$ cat src/rtl/filter_tag_sequencer_if.sv
// Filter tag multicast bus: one (row_tag, col_tag) pair per valid/ready handshake.
// The sequencer drives through the master modport; the consumer uses the slave modport.
interface filter_tag_sequencer_if #(
  parameter int ROW_TAG_WIDTH = 4,
  parameter int COL_TAG_WIDTH = 5
) ();
  logic                     tag_valid;
  logic                     tag_ready;
  logic [ROW_TAG_WIDTH-1:0] row_tag;
  logic [COL_TAG_WIDTH-1:0] col_tag;
  logic                     last_in_pass;

  modport master (
    output tag_valid,
    output row_tag,
    output col_tag,
    output last_in_pass,
    input  tag_ready
  );

  modport slave (
    input  tag_valid,
    input  row_tag,
    input  col_tag,
    input  last_in_pass,
    output tag_ready
  );
endinterface

$ cat src/rtl/filter_tag_sequencer.sv
// Filter tag sequencer: walks pass > R > r > t and emits one tag pair per handshake.
// Optional macro FILTER_TAG_OFFSET_EN adds latched row/col placement offsets.
module filter_tag_sequencer #(
  parameter int R_WIDTH       = 4,
  parameter int r_WIDTH       = 2,
  parameter int t_WIDTH       = 3,
  parameter int STRIDE_WIDTH  = 3,
  parameter int PASS_WIDTH    = 8,
  parameter int ROW_TAG_WIDTH = 4,
  parameter int COL_TAG_WIDTH = 5
) (
  input  logic                     clk,
  input  logic                     reset,
  input  logic                     start,
  input  logic                     abort,
  input  logic [R_WIDTH-1:0]       R,
  input  logic [r_WIDTH-1:0]       r,
  input  logic [t_WIDTH-1:0]       t,
  input  logic [STRIDE_WIDTH-1:0]  col_stride,
  input  logic [PASS_WIDTH-1:0]    passes,
`ifdef FILTER_TAG_OFFSET_EN
  input  logic [ROW_TAG_WIDTH-1:0] row_offset,
  input  logic [COL_TAG_WIDTH-1:0] col_offset,
`endif
  output logic                     done,
  output logic                     busy,
  output logic                     cfg_error,
  filter_tag_sequencer_if.master   tag_bus
);

  typedef enum logic [1:0] {
    S_IDLE,
    S_LOOPING,
    S_DONE
  } state_e;

  state_e                  state_q, state_d;
  logic [R_WIDTH-1:0]      cfg_rows_q, cfg_rows_d;
  logic [r_WIDTH-1:0]      cfg_groups_q, cfg_groups_d;
  logic [t_WIDTH-1:0]      cfg_sets_q, cfg_sets_d;
  logic [STRIDE_WIDTH-1:0] cfg_stride_q, cfg_stride_d;
  logic [PASS_WIDTH-1:0]   cfg_passes_q, cfg_passes_d;
  logic [R_WIDTH-1:0]      row_cnt_q, row_cnt_d;
  logic [r_WIDTH-1:0]      grp_cnt_q, grp_cnt_d;
  logic [t_WIDTH-1:0]      set_cnt_q, set_cnt_d;
  logic [PASS_WIDTH-1:0]   pass_cnt_q, pass_cnt_d;
  logic                    cfg_error_q, cfg_error_d;

  logic start_accept;
  logic cfg_ok;
  logic set_last, grp_last, row_last, pass_last, sweep_last;
  logic looping;

  logic [ROW_TAG_WIDTH-1:0] row_off;
  logic [COL_TAG_WIDTH-1:0] col_off;

  // abort in IDLE suppresses a simultaneous start
  assign start_accept = (state_q == S_IDLE) && start && !abort;
  assign cfg_ok       = (R != '0) && (r != '0) && (t != '0) && (passes != '0);

  assign looping    = (state_q == S_LOOPING);
  assign set_last   = (set_cnt_q  == cfg_sets_q   - t_WIDTH'(1));
  assign grp_last   = (grp_cnt_q  == cfg_groups_q - r_WIDTH'(1));
  assign row_last   = (row_cnt_q  == cfg_rows_q   - R_WIDTH'(1));
  assign pass_last  = (pass_cnt_q == cfg_passes_q - PASS_WIDTH'(1));
  assign sweep_last = set_last && grp_last && row_last;

  // NOTE: every variable below gets a default first, so no path can infer a latch.
  always_comb begin
    state_d      = state_q;
    cfg_rows_d   = cfg_rows_q;
    cfg_groups_d = cfg_groups_q;
    cfg_sets_d   = cfg_sets_q;
    cfg_stride_d = cfg_stride_q;
    cfg_passes_d = cfg_passes_q;
    row_cnt_d    = row_cnt_q;
    grp_cnt_d    = grp_cnt_q;
    set_cnt_d    = set_cnt_q;
    pass_cnt_d   = pass_cnt_q;
    cfg_error_d  = 1'b0;

    unique case (state_q)
      S_IDLE: begin
        if (start_accept) begin
          cfg_rows_d   = R;
          cfg_groups_d = r;
          cfg_sets_d   = t;
          cfg_stride_d = col_stride;
          cfg_passes_d = passes;
          if (!cfg_ok) begin
            cfg_error_d = 1'b1;
          end else begin
            state_d    = S_LOOPING;
            row_cnt_d  = '0;
            grp_cnt_d  = '0;
            set_cnt_d  = '0;
            pass_cnt_d = '0;
          end
        end
      end

      S_LOOPING: begin
        if (abort) begin
          state_d    = S_IDLE;
          row_cnt_d  = '0;
          grp_cnt_d  = '0;
          set_cnt_d  = '0;
          pass_cnt_d = '0;
        end else if (tag_bus.tag_ready) begin
          if (sweep_last && pass_last) begin
            state_d    = S_DONE;
            row_cnt_d  = '0;
            grp_cnt_d  = '0;
            set_cnt_d  = '0;
            pass_cnt_d = '0;
          end else if (!set_last) begin
            set_cnt_d = set_cnt_q + t_WIDTH'(1);
          end else begin
            set_cnt_d = '0;
            if (!grp_last) begin
              grp_cnt_d = grp_cnt_q + r_WIDTH'(1);
            end else begin
              grp_cnt_d = '0;
              if (!row_last) begin
                row_cnt_d = row_cnt_q + R_WIDTH'(1);
              end else begin
                row_cnt_d  = '0;
                pass_cnt_d = pass_cnt_q + PASS_WIDTH'(1);
              end
            end
          end
        end
      end

      S_DONE: state_d = S_IDLE;

      default: state_d = S_IDLE;
    endcase
  end

  // State advances on the falling edge to match the rest of the NoC controller.
  always_ff @(negedge clk) begin
    if (reset) begin
      state_q      <= S_IDLE;
      cfg_rows_q   <= '0;
      cfg_groups_q <= '0;
      cfg_sets_q   <= '0;
      cfg_stride_q <= '0;
      cfg_passes_q <= '0;
      row_cnt_q    <= '0;
      grp_cnt_q    <= '0;
      set_cnt_q    <= '0;
      pass_cnt_q   <= '0;
      cfg_error_q  <= 1'b0;
    end else begin
      // NOTE: non-blocking assignments keep every flop sampling pre-edge values.
      state_q      <= state_d;
      cfg_rows_q   <= cfg_rows_d;
      cfg_groups_q <= cfg_groups_d;
      cfg_sets_q   <= cfg_sets_d;
      cfg_stride_q <= cfg_stride_d;
      cfg_passes_q <= cfg_passes_d;
      row_cnt_q    <= row_cnt_d;
      grp_cnt_q    <= grp_cnt_d;
      set_cnt_q    <= set_cnt_d;
      pass_cnt_q   <= pass_cnt_d;
      cfg_error_q  <= cfg_error_d;
    end
  end

`ifdef FILTER_TAG_OFFSET_EN
  logic [ROW_TAG_WIDTH-1:0] row_off_q, row_off_d;
  logic [COL_TAG_WIDTH-1:0] col_off_q, col_off_d;

  always_comb begin
    row_off_d = row_off_q;
    col_off_d = col_off_q;
    if (start_accept) begin
      row_off_d = row_offset;
      col_off_d = col_offset;
    end
  end

  always_ff @(negedge clk) begin
    if (reset) begin
      row_off_q <= '0;
      col_off_q <= '0;
    end else begin
      row_off_q <= row_off_d;
      col_off_q <= col_off_d;
    end
  end

  assign row_off = row_off_q;
  assign col_off = col_off_q;
`else
  assign row_off = '0;
  assign col_off = '0;
`endif

  // Arithmetic at port width equals the full-precision result taken modulo 2**width.
  assign tag_bus.tag_valid    = looping;
  assign tag_bus.last_in_pass = looping && sweep_last;
  assign tag_bus.row_tag      = looping ? (ROW_TAG_WIDTH'(row_cnt_q) + row_off) : '0;
  assign tag_bus.col_tag      = looping ? (COL_TAG_WIDTH'(set_cnt_q)
                                           + COL_TAG_WIDTH'(grp_cnt_q) * COL_TAG_WIDTH'(cfg_stride_q)
                                           + col_off) : '0;

  assign busy      = looping;
  assign done      = (state_q == S_DONE);
  assign cfg_error = cfg_error_q;

endmodule
$ cat src/flat_wrapper.sv
// flat-port wrapper written by rule: the top's interface ports become plain ports
module filter_tag_sequencer_flat 
#(
  parameter int R_WIDTH       = 4,
  parameter int r_WIDTH       = 2,
  parameter int t_WIDTH       = 3,
  parameter int STRIDE_WIDTH  = 3,
  parameter int PASS_WIDTH    = 8,
  parameter int ROW_TAG_WIDTH = 4,
  parameter int COL_TAG_WIDTH = 5
)
  (clk, reset, start, abort, R, r, t, col_stride, passes, done, busy, cfg_error, tag_bus_tag_valid, tag_bus_row_tag, tag_bus_col_tag, tag_bus_last_in_pass, tag_bus_tag_ready);
  filter_tag_sequencer_if #(.ROW_TAG_WIDTH(ROW_TAG_WIDTH), .COL_TAG_WIDTH(COL_TAG_WIDTH)) tag_bus_i ();
  input  logic clk;
  input  logic reset;
  input  logic start;
  input  logic abort;
  input  logic [R_WIDTH-1:0] R;
  input  logic [r_WIDTH-1:0] r;
  input  logic [t_WIDTH-1:0] t;
  input  logic [STRIDE_WIDTH-1:0] col_stride;
  input  logic [PASS_WIDTH-1:0] passes;
  output logic done;
  output logic busy;
  output logic cfg_error;
  output wire logic [$bits(tag_bus_i.tag_valid)-1:0] tag_bus_tag_valid;
  output wire logic [$bits(tag_bus_i.row_tag)-1:0] tag_bus_row_tag;
  output wire logic [$bits(tag_bus_i.col_tag)-1:0] tag_bus_col_tag;
  output wire logic [$bits(tag_bus_i.last_in_pass)-1:0] tag_bus_last_in_pass;
  input wire logic [$bits(tag_bus_i.tag_ready)-1:0] tag_bus_tag_ready;
  assign tag_bus_tag_valid = tag_bus_i.tag_valid;
  assign tag_bus_row_tag = tag_bus_i.row_tag;
  assign tag_bus_col_tag = tag_bus_i.col_tag;
  assign tag_bus_last_in_pass = tag_bus_i.last_in_pass;
  assign tag_bus_i.tag_ready = tag_bus_tag_ready;
  filter_tag_sequencer #(.R_WIDTH(R_WIDTH), .r_WIDTH(r_WIDTH), .t_WIDTH(t_WIDTH), .STRIDE_WIDTH(STRIDE_WIDTH), .PASS_WIDTH(PASS_WIDTH), .ROW_TAG_WIDTH(ROW_TAG_WIDTH), .COL_TAG_WIDTH(COL_TAG_WIDTH)) u_core (.clk(clk), .reset(reset), .start(start), .abort(abort), .R(R), .r(r), .t(t), .col_stride(col_stride), .passes(passes), .done(done), .busy(busy), .cfg_error(cfg_error), .tag_bus(tag_bus_i));
endmodule
$ cat config.mk
export PLATFORM = sky130hd
export DESIGN_NAME = filter_tag_sequencer_flat
export DESIGN_NICKNAME = d
export VERILOG_FILES = /design/src/rtl/filter_tag_sequencer_if.sv /design/src/rtl/filter_tag_sequencer.sv /design/src/flat_wrapper.sv
export SDC_FILE = /design/constraint.sdc
export NUM_CORES = 1
export LEC_CHECK = 0
export ABC_AREA = 1
export ABC_CLOCK_PERIOD_IN_PS = 6700
export CAP_MARGIN = 15
export CORE_MARGIN = 8
export CORE_UTILIZATION = 55
export DETAILED_ROUTE_END_ITERATION = 16
export GPL_TIMING_DRIVEN = 0
export PLACE_DENSITY = 0.9
export SYNTH_ARGS = -nofsm -noshare
export SYNTH_HDL_FRONTEND = slang
export SYNTH_SLANG_ARGS = --single-unit
$ cat constraint.sdc
create_clock -name clk -period 6.7 [get_ports clk]
set_input_delay 1.34 -clock clk [delete_from_list [all_inputs] [get_ports clk]]
set_output_delay 1.34 -clock clk [all_outputs]
set_load 0.01 [all_outputs]
; ---- Word-level counts from Yosys, hierarchy flattened
; Cells that the tools add are included.
[word_totals]
elab_cells = 101
reg_bits = 40
out_inout_bits = 14
[op_classes]
n_eq_ne = 13
n_addsub = 9
mux = 42
n_mul = 1
bitwise = 2
reduce_logical = 23
[op_table]
columns = operator, count
row1 = 8-bit two-way mux, 8
row2 = 4-bit two-way mux, 9
row3 = 2-bit two-way mux, 12
row4 = 3-bit two-way mux, 6
row5 = 8-bit case mux with 2 select lines, 1
row6 = 4-bit by 3-bit inequality test with 1-bit output (second input constant), 3
row7 = 1-bit logical AND, 9
row8 = 8-bit by 1-bit adder with 8-bit output (second input constant), 1
row9 = 8-bit equality test, 1
row10 = 2-bit case mux with 2 select lines, 2
row11 = 4-bit case mux with 2 select lines, 1
row12 = 4-bit AND reduction, 2
row13 = 8-bit nonzero test, 1
row14 = 8-bit by 1-bit subtractor with 8-bit output (second input constant), 1
row15 = 7-bit AND reduction, 1
row16 = 3-bit inequality test (second input constant), 2
row17 = 3-bit case mux with 2 select lines, 1
row18 = 6-bit AND reduction, 1
row19 = 3-bit by 5-bit adder with 5-bit output, 1
row20 = 2-bit by 3-bit multiplier with 5-bit output, 1
row21 = 5-bit two-way mux, 1
row22 = 5-bit AND reduction, 1
row23 = 4-bit by 1-bit adder with 4-bit output (second input constant), 1
row24 = 4-bit equality test, 1
row25 = other kinds (19), 22

; ---- Longest topological paths before layout
[depth]
depth_word = 9
mapped_depth = 16
depth_no_buf = 16

==> results.sh <==
export IMPL_outcome="finished, violations left"
export IMPL_violations="setup timing"
export IMPL_row_count=26
export IMPL_grt_pass1_wl_um=13340
export IMPL_netlist_instances=428
export IMPL_cp_slowest_stage_delay_ps=480
export IMPL_crit_cells=8
export IMPL_power_density_nw_per_um2=194.7
export IMPL_drtIter0Drc=177
export IMPL_hold_viol=0
export IMPL_path_class="flop to primary output"
export IMPL_critical_path_startpoint_type="flop"
export IMPL_cp_required_ps=5360
export IMPL_setup_violations=4
export IMPL_core_sq_um=5010
export IMPL_setup_ws_ps=-276.0
export IMPL_drv_cap=0
export IMPL_path_clk_slew_ps=60
export IMPL_yosys_register_bits=40
export IMPL_start_util=0.5557
export IMPL_yosysUniqueCellTypes=35
export IMPL_yosysSeqAreaShare=0.2876
export IMPL_cp_max_fo=2
export IMPL_synth_compound_area_share=0.1115
export IMPL_synth_warnings=0
export IMPL_cts_buffer_depth=2
export IMPL_critPathSlowestCell="fa_2"
export IMPL_r2r_end="u_core.pass_cnt_q[4]$_SDFFE_NP0P_"
export IMPL_grt_use_met1=0.2200
export IMPL_p_leak_nw=1.844
export IMPL_drt_total_wl_um=7870
export IMPL_r2r_slack_ps=4670
export IMPL_grt_pass1_vias=3155
export IMPL_dp_final_hpwl_um=5480
export IMPL_gr_usage_met3=0.05943
export IMPL_synth_top_family_by_area="simple AND/OR/NAND/NOR gates"
export IMPL_cts_made_buffers=5
export IMPL_finalClockSkew_ps=36.73
export IMPL_place_gp_congestion=0.8827
export IMPL_drc=0
export IMPL_layout_drive_gt1_share=0.1541
export IMPL_syn_avg_cell_area_sq_um=6.504
export IMPL_synth_fp_nets=466
export IMPL_fin_nets=556
export IMPL_cts_tree="built"
export IMPL_ir_drop_mv=0.1483
export IMPL_reg2regPathDepth=11
export IMPL_worstSetupStartpoint="u_core.grp_cnt_q[1]$_SDFFE_NP0P_"
export IMPL_ios=39
export IMPL_grt_use_met2=0.4032
export IMPL_htreeDepth=2
export IMPL_dieArea_sq_um=7594
export IMPL_insertion_delay_ps=390
export IMPL_regToRegStartpoint="u_core.grp_cnt_q[1]$_SDFFE_NP0P_"
export IMPL_placed_cells=536
export IMPL_areaGrowthSynthToFinish_pct=29.08
export IMPL_final_cells=589
export IMPL_vias=3046
export IMPL_antenna_found_initial=0
export IMPL_path_common_cell="fa_2"
export IMPL_grt_ovfl_total=0
export IMPL_fillCellCount=418
export IMPL_path_buf_inv=3
export IMPL_crit_chain="buf_4 -> buf_6 -> nand2_2 -> fa_2 -> fa_2 -> xor2_1 -> nor2_1 -> buf_2"
export IMPL_synthMuxAreaShare=0
export IMPL_clock_sinks=40
export IMPL_end_kind="primary output"
export IMPL_fin_tns_setup_ps=-777.0
export IMPL_maxSlewViolCount=0
export IMPL_die_x_um=87.15
export IMPL_hold_slack_ps=464.8
export IMPL_diodes=0
export IMPL_via_per_inst=5.171
export IMPL_port_buffers=38
export IMPL_dr_pass1_iters=5
export IMPL_cp_endpoint="tag_bus_col_tag[3]"
export IMPL_die_y_um=87.15
export IMPL_cp_data_arrival_time_ps=5640
export IMPL_grt_usage=0.2199
export IMPL_grt_max_degree=14
export IMPL_synth_adder_area_share=0.06652
export IMPL_hp_class="flop to flop"
export IMPL_max_slew_margin=0.6390
export IMPL_root_buffer="clkbuf_8"
export IMPL_grt_busiest_layer="met2"
export IMPL_netlist_area_sq_um=2784
export IMPL_wl_per_cell_um=13.36
export IMPL_ant_nets=0
export IMPL_synth_xor_area_share=0.05034
export IMPL_cpLargestDelayFamily="adder cells"
export IMPL_synthSimpleGateAreaFrac=0.3663
export IMPL_rsz0062_at_grt="yes"
export IMPL_worst_pin_slew_ps=541.4
==> repair_timing <==
action	4_1_cts	5_1_grt
pin swaps	11	7
endpoints found under the hold margin	0	0
hold buffers	0	0
gates resized for setup	35	18
buffers inserted	5	2
setup endpoints to repair	5	9
==> stage by stage <==
step | util | setup slack, ps | power, mW | instance area [sq um]
after floorplan | - | 98.16 | 0.4132 | 2784
after global placement | 0.6491 | -439.1 | 0.4526 | 3252
after detailed placement | 0.6491 | -472.3 | 0.4586 | 3252
after CTS | 0.7060 | -278.5 | 0.7008 | 3537
after global routing | 0.7173 | -368.0 | 0.7606 | 3593
final | 0.7173 | -276.0 | 0.6998 | 3593
==> placed cells by master, fill, tap and decap left out, types with 2 or more instances in the layout <==
cell type	instances
nand2_2	13
xor2_1	12
nor3_1	2
dfxtp_1	34
nor2_4	4
dfxtp_4	3
nor2_2	6
o21ai_1	4
buf_6	3
nand2_4	4
nand2_1	96
clkbuf_8	5
ha_4	3
or2_1	2
buf_2	5
nand4_1	3
clkbuf_1	5
inv_1	99
xnor2_1	4
buf_4	7
fa_2	2
a21oi_1	29
nor2_1	52
o21ai_0	22
inv_4	3
clkdlybuf4s50_1	32
nand3_1	29
nor3_2	2
dfxtp_2	3
ha_1	7
inv_2	11
==> tightest hold or removal path, stage by stage (launching register included) <==
cell     delay (ps)
dfxtp_1         290
inv_1            60
a21oi_1          60
==> cells in the mapped netlist (all sizes together) <==
master | number | area share
nor2 | 63 | 0.11
clkbuf | 6 | 0.0081
nor3 | 4 | 0.011
xor2 | 12 | 0.038
buf | 5 | 0.013
or2 | 3 | 0.0067
xnor2 | 4 | 0.013
o21ai | 27 | 0.053
clkinv | 1 | 0.0013
ha | 10 | 0.045
inv | 71 | 0.096
a21oi | 29 | 0.052
dfxtp | 40 | 0.29
nand3b | 1 | 0.0027
nand2 | 113 | 0.17
nor3b | 1 | 0.0027
fa | 3 | 0.022
o21bai | 1 | 0.0067
nand3 | 31 | 0.062
nand4 | 3 | 0.0067
==> power by group <==
| part | leakage (nW) | internal [mW] | switching [mW] |
|---|---|---|---|
| clock | 0.262 | 0.106 | 0.168 |
| sequential | 0.331 | 0.255 | 0.0155 |
| combinational | 1.25 | 0.0623 | 0.0940 |
==> layer usage <==
layer  share of wire  vias to the layer above  routed length [um]
met5               0                        -                   0
met4           0.026                        0                 204
met3           0.054                       24                 422
li1                -                     1506                   -
met2            0.53                      104                4207
met1            0.39                     1412                3035
==> area by class of cell <==
type,instances,area [sq um],share of cell area
Sequential cell,40,815.8,0.2270
Buffer,10,53.80,0.01497
Timing Repair Buffer,45,414.1,0.1153
Tap cell,70,87.58,0.02437
Inverter,71,266.5,0.07416
Clock inverter,43,168.9,0.04701
Clock buffer,5,68.82,0.01915
Multi-Input combinational cell,305,1718,0.4781
==> how the worst min path moves through the flow <==
stage,start,depth (start not counted),slack (ps),endpoint
after CTS,u_core.cfg_sets_q[1]$_SDFFE_NP0P_,2,460,u_core.cfg_sets_q[1]$_SDFFE_NP0P_
after floorplan,u_core.cfg_sets_q[1]$_SDFFE_NP0P_,2,430,u_core.cfg_sets_q[1]$_SDFFE_NP0P_
final,u_core.cfg_sets_q[1]$_SDFFE_NP0P_,2,460,u_core.cfg_sets_q[1]$_SDFFE_NP0P_
after detailed placement,u_core.cfg_sets_q[1]$_SDFFE_NP0P_,2,460,u_core.cfg_sets_q[1]$_SDFFE_NP0P_
after global routing,u_core.cfg_rows_q[3]$_SDFFE_NP0P_,2,500,u_core.cfg_rows_q[3]$_SDFFE_NP0P_
after global placement,u_core.cfg_sets_q[1]$_SDFFE_NP0P_,2,450,u_core.cfg_sets_q[1]$_SDFFE_NP0P_
==> sequential cells by signal (all words and copies together) (netlist names) <==
signal               flops
u_core.cfg_groups_q      2
u_core.grp_cnt_q         2
u_core.cfg_passes_q      8
u_core.cfg_error         1
u_core.cfg_sets_q        3
u_core.cfg_rows_q        4
u_core.set_cnt_q         3
u_core.row_cnt_q         4
u_core.state_q           2
u_core.cfg_stride_q      3
u_core.pass_cnt_q        8
==> cell families after synthesis <==
group / after synthesis
AND/OR/NAND/NOR: 219
buffers and inverters: 83
AO/OA/AOI/OAI: 57
flip-flops: 40
XOR/XNOR: 16
adder cells (fa/ha/maj): 13
No activity file was read; power rests on OpenSTA's default activity.
